[config.mk]
export PLATFORM = sky130hd
export DESIGN_NAME = quad2pos
export DESIGN_NICKNAME = d
export VERILOG_FILES = /design/src/rtl/quad2pos.sv
export SDC_FILE = /design/constraint.sdc
export NUM_CORES = 1
export LEC_CHECK = 0
export CELL_PAD_IN_SITES_DETAIL_PLACEMENT = 0
export CELL_PAD_IN_SITES_GLOBAL_PLACEMENT = 1
export CORE_MARGIN = 2
export CORE_UTILIZATION = 25
export CTS_CLUSTER_SIZE = 28
export DETAILED_ROUTE_END_ITERATION = 12
export PLACE_DENSITY_LB_ADDON = 0.1
export SYNTH_ARGS = -nofsm -noshare
export SYNTH_HDL_FRONTEND = slang
export SYNTH_SLANG_ARGS = --single-unit
[constraint.sdc]
create_clock -name CLK -period 5.7 [get_ports CLK]
set_input_delay 1.14 -clock CLK [delete_from_list [all_inputs] [get_ports CLK]]
set_output_delay 1.14 -clock CLK [all_outputs]
set_load 0.01 [all_outputs]
[src/rtl/quad2pos.sv]
// Quadrature decoder: synchronizes and filters phase A/B, then accumulates a
// signed position with step/direction pulses and a sticky illegal-transition flag.
module quad2pos #(
  parameter int FILTER = 3,
  parameter int WIDTH  = 8
) (
  input  logic             CLK,
  input  logic             Reset_n,
  input  logic             Steer_A_I,
  input  logic             Steer_B_I,
  input  logic             Clr_I,
  output logic [WIDTH-1:0] Pos_O,
  output logic             Step_O,
  output logic             Dir_O,
  output logic             Err_O
);

  localparam logic [3:0] FILT = 4'(FILTER);

  logic [1:0] sync1;
  logic [1:0] sync2;
  logic [1:0] cand;
  logic [1:0] q_acc;
  logic [1:0] q_prev;
  logic [3:0] cnt;
  logic [3:0] cnt_nxt;
  logic       accept;
  logic       is_fwd;
  logic       is_rev;
  logic       is_ill;

  function automatic logic [1:0] fwd_of(input logic [1:0] s);
    case (s)
      2'b00:   fwd_of = 2'b10;
      2'b10:   fwd_of = 2'b11;
      2'b11:   fwd_of = 2'b01;
      default: fwd_of = 2'b00;
    endcase
  endfunction

  // Acceptance keys off the next count so Q moves on the very edge the
  // candidate completes its FILTER-th matching sample.
  always_comb begin
    cnt_nxt = cnt;
    if (sync2 != cand)
      cnt_nxt = 4'd1;
    else if (cnt < FILT)
      cnt_nxt = cnt + 4'd1;
    accept = (cnt_nxt == FILT) && (sync2 != q_acc);
  end

  always_ff @(posedge CLK or negedge Reset_n) begin
    if (!Reset_n) begin
      sync1  <= '0;
      sync2  <= '0;
      cand   <= '0;
      cnt    <= '0;
      q_acc  <= '0;
      q_prev <= '0;
    end else begin
      sync1  <= {Steer_A_I, Steer_B_I};
      sync2  <= sync1;
      cand   <= sync2;
      cnt    <= cnt_nxt;
      q_prev <= q_acc;
      if (accept)
        q_acc <= sync2;
    end
  end

  always_comb begin
    is_fwd = (q_acc == fwd_of(q_prev));
    is_rev = (q_prev == fwd_of(q_acc));
    is_ill = ((q_acc ^ q_prev) == 2'b11);
  end

  always_ff @(posedge CLK or negedge Reset_n) begin
    if (!Reset_n) begin
      Pos_O  <= '0;
      Step_O <= 1'b0;
      Dir_O  <= 1'b1;
      Err_O  <= 1'b0;
    end else begin
      Step_O <= is_fwd | is_rev;
      if (is_fwd | is_rev)
        Dir_O <= is_fwd;
      if (Clr_I)
        Pos_O <= '0;
      else if (is_fwd)
        Pos_O <= Pos_O + WIDTH'(1);
      else if (is_rev)
        Pos_O <= Pos_O - WIDTH'(1);
      if (Clr_I)
        Err_O <= 1'b0;
      else if (is_ill)
        Err_O <= 1'b1;
    end
  end

endmodule

* Word level (Yosys, flattened, before mapping)
Cells that the tools add are included.
** Word-level totals
- Input bits :: 5
- Output and inout bits :: 11
- Flip-flop bits (word level) :: 25
- Logic and storage cells :: 40
** Cells by class
- Reduce and logical (&&, ||, !) cells :: 5
- Multiplexer cells :: 9
- Magnitude comparators :: 1
- Bitwise operators :: 2
- $add $sub $neg :: 3
- Equality and inequality tests :: 10
** Operators with widths (count)
- 8-bit 2-to-1 mux :: 3
- 2-bit case mux with 3 select lines :: 2
- 2-bit equality test, second input constant :: 5
- 8-bit by 1-bit adder with 8-bit output, second input constant :: 1
- 4-bit 2-to-1 mux :: 2
- 8-bit by 1-bit subtractor with 8-bit output, second input constant :: 1
- 4-bit by 1-bit adder with 4-bit output, second input constant :: 1
- 2-bit equality test :: 2
- 4-bit by 2-bit equality test with 1-bit output, second input constant :: 1
- 2-bit zero test :: 2
- 4-bit by 2-bit < comparator with 1-bit output, second input constant :: 1
- 2-bit inequality test :: 2
- 3-bit nonzero test :: 1
- 1-bit 2-to-1 mux :: 2
- 2-bit nonzero test :: 1
- 2-bit bitwise XOR :: 1
- 1-bit logical AND :: 1
- 1-bit bitwise OR :: 1

* Longest topological paths before layout
- Depth in word-level cells :: 6
- Gate-level depth with buffers :: 9
- Gate-level depth less buffers :: 9

* Worst setup path before layout
No wires, ideal clock.
- Kind :: reg-to-reg
- From :: reg q_acc[0]
- To :: reg Pos_O[6]
- Buffers on the path :: 0
- Stages on the path, launching flop included :: 9
- Slack :: 3.475 ns
- Arrival time :: 2.096 ns
- Library setup time :: 0.128 ns
- Data required time :: 5.572 ns
- Cells stage by stage :: dfrtp_1 > xnor2_2 > nand2b_1 > ha_1 > nor2b_1 > o31a_1 > o22ai_1 > mux2i_1 > o21ai_0
** Between the ends
- Cells in the longest elaborated chain, start to end :: 4
** Ends and longest elaborated chain
- start, declared :: RTL line 23 : logic [1:0] q_acc;
- start signal, assigned :: RTL line 67 : q_acc <= sync2;
- 2-bit equality test or 2-bit zero test (tied branches) :: RTL line 33 : case (s)
- 2-bit case mux with 3 select lines :: RTL line 33
- 2-bit equality test :: RTL line 73 : is_rev = (q_prev == fwd_of(q_acc));
- 3-bit nonzero test (no source line)
- end signal, assigned :: RTL line 90 : Pos_O <= Pos_O + WIDTH'(1);
- end signal, assigned :: RTL line 92 : Pos_O <= Pos_O - WIDTH'(1);
- end, declared :: RTL line 12 : output logic [WIDTH-1:0] Pos_O,
Parallel ways exist; a longest one is shown, timed or not.
A chain may end at the register's enable or synchronous reset.

* Worst setup path in the final report
- From :: reg q_acc[1]
- To :: reg Pos_O[6]
** RTL lines
- 2-bit equality test * :: RTL line 72 : is_fwd = (q_acc == fwd_of(q_prev));
- net is_fwd :: RTL line 28 : logic is_fwd;
- 8-bit 2-to-1 mux :: RTL line 89 : else if (is_fwd)
- 8-bit 2-to-1 mux :: RTL line 87 : if (Clr_I)
The timed path passes the listed nets; every way through them passes the cells marked *.

==> impl_metrics.toml <==
[detailed_routing]
dr_total_vias = 848
drc = 0
viasPerCell = 4.26
postRouteAntennaNets = 0
first_pass_iters = 4
wirelength_mm = 2.36
wl_per_cell_um = 11.9
drtIter0Drc = 17

[timing]
rsz0062_at_grt = "false"
maxSlewHeadroom_pct = 64.7
period_needed_ps = 2540
fin_worst_skew_ps = 1.78
hold_violations = 0
setup_viol = 0
clock.fmax_mhz = 394
maxSlewViolCount = 0
finalCritPeriodShare_pct = 44.5
setup_tns_ps = 0
worst_pin_slew_ps = 528

[run_status]
status = "completed"

[clocking]
postCtsSetupRepairBufs = 0
numCtsBuffers = 3
clkSinkCount = 25
postCtsHoldBufs = 0
cts_max_level = 1
cts_root_buf = "clkbuf_8"
clockBufferDepth = 2
path_clk_slew_ps = 90
clkLatencyLatePin_ps = 270
cts_resized = 0
cts_tree = "built"

[flow_run]
drv_cap = 0

[layout]
fin_nets = 146
insertedDiodeCount = 0
drive_gt1_share_pct = 10.6
syn2layout_area_growth_pct = 23.0

[yosys]
synth_top_cell_by_area = "dfrtp_1"
syn_area_um2 = 1250
synth_fp_nets = 126
synth.area.top_cells = "dfrtp_1, ha_1, xor2_1"
syn_avg_cell_area_um2 = 11.1
synth.most_common_cell = "dfrtp_1"
yosysWarnings = 0
synth_edf_count = 0
synth_cells = 113
synth_ff_type = "dfrtp_1"
synth_commonest_cells = "dfrtp_1, nand2_1, nor2_1, nor3_1"
synthArstFlopShare_pct = 100
yosysTopAreaCellShare_pct = 48.0
synth.distinct_cells = 34
yosysSeqAreaShare_pct = 50.0
synth.ff_latch_count = 25

[hold_path]
hold_class = "reg -> reg"

[global_route]
grt_pass1_vias = 833
grt_overflow = 0
grt_max_degree = 26
grt_pass1_wl_mm = 4.06
antenna_found_initial = 0
track_usage_pct = 9.50

[die]
ios = 16
die_w_um = 74.8
fp.dieH_um = 74.8
die_area_um2 = 5590
core_area_um2 = 4790
num_rows = 25
start_util_pct = 26.2

[critical_path]
critPathMaxStageDelay_ps = 450
start_kind = "flip-flop"
crit_chain = "xnor2_2, nand2b_1, inv_1, fa_1, nor2b_1, o31a_1, o22ai_1, mux2i_1, o21ai_0"
critPathSlowestCell = "dfrtp_1"
endpoint_kind = "flip-flop"
crit_arrival_ps = 2700
crit_fanout = 9
criticalPathCategory = "reg -> reg"
cp.required_ps = 5860

[place]
io_buffers = 15
routabilityCongestion = 0.698
hpwl_mm = 1.77
-- cell type report --
cell class                 instances  area [um^2]
clock buffer                       3         41.3
clock inverter                     1         8.76
fill                             487         3250
inverter                           4         17.5
multi-input combinational         83          604
sequential                        25          627
tap                               67         83.8
timing repair buffer              16          158
-- metal layers --
layer / global-route usage [%] / vias to the layer above / share of wire [%]
met2: 14.3 / 14 / 45
met3: 2.95 / 2 / 3.8
met4: 2.38 / 0 / 0.93
met1: 13.4 / 402 / 51
met5: 0 / - / 0
li1: - / 430 / -
-- state kept, by name, summed over array words and instances, names as in the netlist --
register and count:
Pos_O 8, cnt 4, cand 2, q_acc 2, q_prev 2, sync1 2
sync2 2, Dir_O 1, Err_O 1, Step_O 1
-- per-stage QoR --
stage	cells	utilization, %	hold slack, ps	setup slack, ps	instance area, um^2
2_1_floorplan	113	-	331	3480	1250
3_3_place_gp	195	31.1	333	3110	1490
3_5_place_dp	195	31.1	337	3120	1490
4_1_cts	199	32.2	363	3110	1540
5_1_grt	199	32.2	370	2950	1540
6_report	199	32.2	358	3160	1540
-- final timing paths --
| kind | from | endpoint | cells past startpoint | slack (ps) |
|---|---|---|---|---|
| worst max register to register | q_acc[1] | Pos_O[6] | 9 | 3160 |
| max in group asynchronous | Reset_n | Dir_O | 2 | 4180 |
| min in group asynchronous | Reset_n | cnt[0] | 2 | 1220 |
| worst min register to register | sync1[1] | sync2[1] | 0 | 360 |
| worst min-delay path | sync1[1] | sync2[1] | 0 | 360 |
| worst max-delay path | q_acc[1] | Pos_O[6] | 9 | 3160 |
-- cells by family after synthesis --
group,synth area share (%)
compound gates,9.99
xor+xnor,10.4
fa+ha+maj,8.59
buf+inv,1.70
flops,50.1
mux,3.40
simple gates,15.9
-- critical path: cells and delay by family, from the launching register on --
family,cells,cell delay [ps]
fa+ha+maj,1,400
simple gates,2,610
mux,1,150
flops,1,450
compound gates,3,380
xor+xnor,1,300
buf+inv,1,140
-- cells in the final DEF, fill, tap and decap left out, drive strengths merged, types with 3 or more instances in the layout --
cell | synthesis | layout
nor3b | 3 | 3
a211oi | 3 | 3
clkbuf | 1 | 3
nor2 | 10 | 10
clkdlybuf4s50 | 0 | 15
dfrtp | 24 | 24
nor3 | 8 | 8
xor2 | 7 | 7
ha | 7 | 7
a21oi | 7 | 7
inv | 4 | 5
xnor2 | 4 | 4
nand2 | 11 | 11
Power is left out: the tool's default activity adds up to more than one toggle a clock period on the data nets, which glitch-free logic cannot reach.
